**config.mk**
```make
export PLATFORM = sky130hd
export DESIGN_NAME = sram_param_init
export DESIGN_NICKNAME = d
export VERILOG_FILES = /design/src/rtl/sram_param_init.sv
export SDC_FILE = /design/constraint.sdc
export NUM_CORES = 1
export LEC_CHECK = 0
export CORE_MARGIN = 5
export CORE_UTILIZATION = 24
export DETAILED_ROUTE_END_ITERATION = 12
export PLACE_DENSITY = 0.35
export SKIP_CTS_REPAIR_TIMING = 1
export SYNTH_ARGS = -nofsm -noshare
export SYNTH_HDL_FRONTEND = slang
export SYNTH_SLANG_ARGS = --single-unit
```
**constraint.sdc**
```tcl
create_clock -name clk -period 2.5 [get_ports clk]
set_input_delay 0.25 -clock clk [delete_from_list [all_inputs] [get_ports clk]]
set_output_delay 0.25 -clock clk [all_outputs]
set_load 0.05 [all_outputs]
```
**src/rtl/sram_param_init.sv**
```systemverilog
// Simple-dual-port SRAM with a zero-fill init engine, selectable collision policy and range checking.
// Latency: READ_LAT edges from an accepted read to Rout/Rvalid; writes land at the sampling edge.
// Backpressure: none; accesses while busy or out of range are dropped/zeroed and flagged on err.
module sram_param_init #(
    parameter int DATA_W      = 6,
    parameter int ADDR_W      = 5,
    parameter int DEPTH       = 32,
    parameter int READ_LAT    = 1,
    parameter int WRITE_FIRST = 0
) (
    input  logic              clk,
    input  logic              rst,
    input  logic              clr,
    input  logic              wr,
    input  logic [ADDR_W-1:0] Waddr,
    input  logic [DATA_W-1:0] Data,
    input  logic              rd,
    input  logic [ADDR_W-1:0] Raddr,
    output logic [DATA_W-1:0] Rout,
    output logic              Rvalid,
    output logic              busy,
    output logic              err
);

    localparam logic [ADDR_W:0]   DEPTH_C = (ADDR_W+1)'(DEPTH);
    localparam logic [ADDR_W-1:0] LAST    = ADDR_W'(DEPTH - 1);

    typedef enum logic {INIT, RUN} state_t;

    state_t            state;
    logic [ADDR_W-1:0] ptr;
    logic [DATA_W-1:0] mem [DEPTH];

    logic              run;
    logic              wr_in_range;
    logic              rd_in_range;
    logic              wr_ok;
    logic              rd_acc;
    logic [DATA_W-1:0] rd_dat;

    assign run         = (state == RUN);
    assign wr_in_range = ({1'b0, Waddr} < DEPTH_C);
    assign rd_in_range = ({1'b0, Raddr} < DEPTH_C);
    assign wr_ok       = wr & run & wr_in_range;
    assign rd_acc      = rd & run;

    // Out-of-range reads still complete, but return zero rather than an aliased word.
    always_comb begin
        rd_dat = '0;
        if (rd_in_range) begin
            if ((WRITE_FIRST != 0) && wr_ok && (Waddr == Raddr)) begin
                rd_dat = Data;
            end else begin
                rd_dat = mem[Raddr];
            end
        end
    end

    // Array has no reset; the fill engine owns the write port while in INIT.
    always_ff @(posedge clk) begin
        if (!rst) begin
            if (!run) begin
                mem[ptr] <= '0;
            end else if (wr_ok) begin
                mem[Waddr] <= Data;
            end
        end
    end

    always_ff @(posedge clk or posedge rst) begin
        if (rst) begin
            state <= INIT;
            ptr   <= '0;
            busy  <= 1'b1;
            err   <= 1'b0;
        end else begin
            err <= run ? ((wr & ~wr_in_range) | (rd & ~rd_in_range)) : (wr | rd);
            case (state)
                INIT: begin
                    if (clr) begin
                        ptr <= '0;
                    end else if (ptr == LAST) begin
                        state <= RUN;
                        busy  <= 1'b0;
                        ptr   <= '0;
                    end else begin
                        ptr <= ptr + 1'b1;
                    end
                end
                RUN: begin
                    if (clr) begin
                        state <= INIT;
                        busy  <= 1'b1;
                        ptr   <= '0;
                    end
                end
                default: state <= INIT;
            endcase
        end
    end

    // Reads already in flight are not flushed by clr; only rst empties the pipeline.
    generate
        if (READ_LAT == 2) begin : g_lat2
            logic              s_vld;
            logic [DATA_W-1:0] s_dat;

            always_ff @(posedge clk or posedge rst) begin
                if (rst) begin
                    s_vld  <= 1'b0;
                    s_dat  <= '0;
                    Rvalid <= 1'b0;
                    Rout   <= '0;
                end else begin
                    s_vld  <= rd_acc;
                    Rvalid <= s_vld;
                    if (rd_acc) begin
                        s_dat <= rd_dat;
                    end
                    if (s_vld) begin
                        Rout <= s_dat;
                    end
                end
            end
        end else begin : g_lat1
            always_ff @(posedge clk or posedge rst) begin
                if (rst) begin
                    Rvalid <= 1'b0;
                    Rout   <= '0;
                end else begin
                    Rvalid <= rd_acc;
                    if (rd_acc) begin
                        Rout <= rd_dat;
                    end
                end
            end
        end
    endgenerate

endmodule

```
Yosys cells after proc, flatten, opt, wreduce, memory -nomap -nowiden:

Memories as Yosys holds them, arrays and structs flattened. A register that Yosys moved wholly into a read port is not among the register bits.
Cells that the tools add are included.

* add/sub/neg operators: 1
* equal/unequal tests: 4
* multiplexer cells: 23
* bitwise logic cells: 4
* reductions and logical operators: 2

Operators with widths (count)
* $mux 5: 4
* $mux 1: 15
* $pmux 5 s2: 1
* $mux 6: 1
* $ne 2x2->1 const B: 3
* $reduce_or 6->1: 1
* $add 5x1->5 const B: 1
* $eq 5x5->1 const B: 1
* $pmux 1 s2: 2
* $reduce_and 3->1: 1
* $and 1x1->1: 2
* $not 1->1: 1
* $or 1x1->1: 1

* register bits after elaboration: 9
* RAM bits: 192
* input port bits: 21
* output and inout port bits: 9
* logic and storage cells: 40
* memories kept: 1

Memory list
* mem: words 32, bits a word 6, read ports 1, clocked after Yosys merged registers in 1, write ports 1, line 32 `logic [DATA_W-1:0] mem [DEPTH];`

Longest topological paths before layout:

* depth after elaboration: 7
* depth in mapped cells: 7
* depth with buffers taken out: 6

Worst setup path after synthesis:

OpenSTA, ideal clock, no wires.

* path type: reg2reg
* start point: reg state, in the netlist run
* end point: mem mem[17][0] (enable)
* setup time: 0.350 ns
* arrival time: 1.594 ns
* data required time: 2.150 ns
* path slack: 0.556 ns
* stages on the path, launching flop included: 6
* buffers on the path: 1
* period minus slack after synthesis: 1.944 ns
* path through: dfrtp_1 -> nand3b_1 -> clkbuf_1 -> mux2i_1 -> nand2_1 -> nor2_1

* longest elaborated chain between the ends: 7
* elaborated cells between the ends (all ways): 11
* classes of those cells: 9 x mux; 1 x bitwise; 1 x reduce/logical

Ends and longest elaborated chain
* from (decl): line 30 `state_t state;`
* from (signal assigned): line 72 `state <= INIT;`
* from (signal assigned): line 83 `state <= RUN;`
* from (signal assigned): line 92 `state <= INIT;`
* $and 1x1->1: line 44 `assign wr_ok = wr & run & wr_in_range;`
* $mux 1: line 64 `end else if (wr_ok) begin`
* $mux 1: line 62 `if (!run) begin`
* $mux 1: line 61 `if (!rst) begin`
* $mux 1 (implied by the code): line 65 `mem[Waddr] <= Data;`
* $reduce_or 6->1 (no source line)
* $mux 5 (no source line) / $mux 1 (equally long branches)
* to (decl): line 32

Parallel ways exist; a longest one is shown, timed or not.

Final worst setup path:

* start point: reg state, in the netlist run
* end point: mem mem[14][4] (enable)

The elaborated chain is that of the path after synthesis.

==> flow_summary.toml <==
[power]
power_frac_clock = 0.430
internal_power_mw = 5.88
finalPower_mw = 7.49
power.density_nw_per_um2 = 718
p_leak_nw = 3.97
seq_power_share = 0.506
p_sw_frac = 0.214
p_sw_mw = 1.61
combPwrFrac = 0.064
ir_drop_mv = 0.393

[clock_network]
htree_levels = 1
clock-root-buffer = "clkbuf_16"
clkLatencyLatePin_ns = 0.51
clock_sinks = 207
cts_made_buffers = 24
tritoncts = "done"
clk_pin_slew_worst_paths_ns = 0.06
cts_buffer_depth = 3

[floorplanning]
io_pins = 30
die_x_um = 199
coreArea_um2 = 35400
initial_core_util = 0.241
die_h_um = 199
die-area_um2 = 39500
core.rowCount = 69

[timing]
tightest_slew_ns = 0.945
min_period_ns = 2.28
grt_setup_unrepaired = "no"
slew_violations = 0
max_freq_mhz = 438
whs_ns = 0.347
finalClockSkew_ns = 0.0120
finalSetupViolCount = 0
finalCritPeriodShare = 0.913
relSlewSlack = 0.370
hold_violations = 0

[cells_and_area]
final_nets = 616
drive_above_1_share = 0.168
fin_area_um2 = 10400
finalNonFillerCells = 1069
final_util = 0.295
diodes = 0
area_growth_pct = 22.0

[yosys]
synth-seq-cells = 207
synth_cells = 517
syn_avg_cell_area_um2 = 16.5
synth-async-reset-ratio = 0.0725
syn_nets = 540
yosysTopAreaCell = "edfxtp_1"
seq_area_frac_synth = 0.719
synth-main-ff-cell = "edfxtp_1"
ys_top_cells_by_area = "edfxtp_1 (67%), mux2i_1 (12%), dfrtp_1 (4.1%)"
netlist_area_um2 = 8540
synth_top_area_frac = 0.675
synth_cell_types = 37
synth_edf_count = 192
yosysWarnings = 0

[worst_setup_path]
path_cells = "nand3b_1 > buf_4 > o21ai_0 > nand2_1 > nor2_1"
cp.required_ns = 2.63
crit_start = "run"
worst-r2r-cell-count = 5
start_kind = "flop"
cp_slowest_cell = "nor2_1"
criticalPathCategory = "reg2reg"
r2r-end = "mem[14][4]"
regToRegStartpoint = "run"
end_kind = "flop"
cp_max_fo = 8
crit_end = "mem[14][4]"
worst-r2r-setup-slack_ns = 0.22
crit_arrival_ns = 2.41
max_stage_delay_ns = 0.54

[routing]
drc = 0
wl_per_cell_um = 21.1
routed_wirelength_um = 22600
ant_nets = 0
drtIter0Drc = 314
dr.pass1.iters = 4
vias = 4659
viasPerCell = 4.36

[global_routing]
grt-ovfl-total = 0
antenna_found_initial = 0
first_global_vias = 4729
grt_use_total = 0.114
grt_pass1_wl_um = 33100
grt_max_degree = 35

[placement]
io_buffers = 29
gp_congestion = 0.758
placed_area_um2 = 9710
dpl.hpwl_um = 15300
place_inst = 1028

[hold_path]
hold_path.class = "in2reg"

[run]
cap_violations = 0

[status]
status = "finished clean"
power groups by stage:
stage	clock network, mW	registers, mW	logic, mW
after floorplan	0	3.90	0.258
after global placement	0	3.86	0.483
after detailed placement	0	3.86	0.487
after CTS	3.34	3.79	0.488
after global routing	3.50	3.79	0.511
final	3.22	3.79	0.479
synthesized netlist by cell type, types with 2 or more instances:
library cell,instances
inv_1,2
mux2_2,2
and2_1,7
a22oi_1,24
clkbuf_1,4
a22o_1,12
buf_2,5
dfrtp_1,14
a21oi_1,17
nand3_1,2
nand2b_1,6
o41ai_2,6
nor2_1,45
a221oi_1,2
buf_6,4
nor3_1,2
o21ai_0,5
buf_12,3
nand2_1,22
mux2i_1,100
buf_1,3
ha_1,2
o22ai_1,6
nand3b_1,4
edfxtp_1,192
buf_4,6
a221oi_2,10
flip-flops by register name (all words and copies together) (netlist names):
name    cells
Rout        6
ptr         5
err         1
Rvalid      1
run         1
mem       192
busy        1
cells in the final DEF, fill, tap and decap left out, drive strengths merged, types with 4 or more instances in the layout:
cell type	count
nand3b	4
o22ai	6
a221oi	12
a22oi	24
o21ai	5
o41ai	6
nor2	45
a21oi	17
nand2	22
clkbuf	31
and2	7
edfxtp	192
a22o	12
clkdlybuf4s50	28
mux2i	100
nand2b	6
buf	47
clkinv	9
dfrtp	14
worst max-delay path: cells and delay by family, from the launching register on:
| family | cells | cell delay, ns |
|---|---|---|
| AOI/OAI and AO/OA | 1 | 0.23 |
| buffers and inverters | 1 | 0.23 |
| DFF | 1 | 0.46 |
| and+or+nand+nor | 3 | 1.00 |
per-layer routing:
metal / global-route usage / part of all wire
met2: 0.186 / 0.48
met4: 0.0266 / 0.015
met1: 0.160 / 0.47
met5: 0 / 0
met3: 0.0173 / 0.039
kinds of logic after synthesis:
logic type / share of synthesized area
buffers and inverters: 0.0245
multiplexers: 0.120
AO/OA/AOI/OAI: 0.0843
AND/OR/NAND/NOR: 0.0496
adder cells (fa/ha/maj): 0.00293
flip-flops: 0.719
per-stage QoR:
| step | TNS [ns] | setup slack [ns] |
|---|---|---|
| global route | 0 | 0.0536 |
| CTS | 0 | 0.222 |
| detailed placement | -1.13 | -0.0604 |
| floorplan | 0 | 0.556 |
| finish | 0 | 0.217 |
| global placement | 0 | 0.0432 |
worst min path at each step:
stage	startpoint	to	slack, ns	cells past startpoint
final	rd	err	0.35	3
after global routing	rd	err	0.38	3
after detailed placement	Rout[2]	Rout[2]	0.49	2
after global placement	busy	busy	0.49	2
after floorplan	rst	Rout[0]	0.15	1
after CTS	rd	err	0.32	3
layout make-up:
class,count,area (um2)
multi-input cells,283,2200
clock inverters,10,71.3
fillers,3526,25000
repair buffers,75,783
inverters,2,7.51
well taps,461,577
clock buffers,31,648
flip-flops and latches,207,6140
Note: power is estimated with default switching activity, not from simulation.
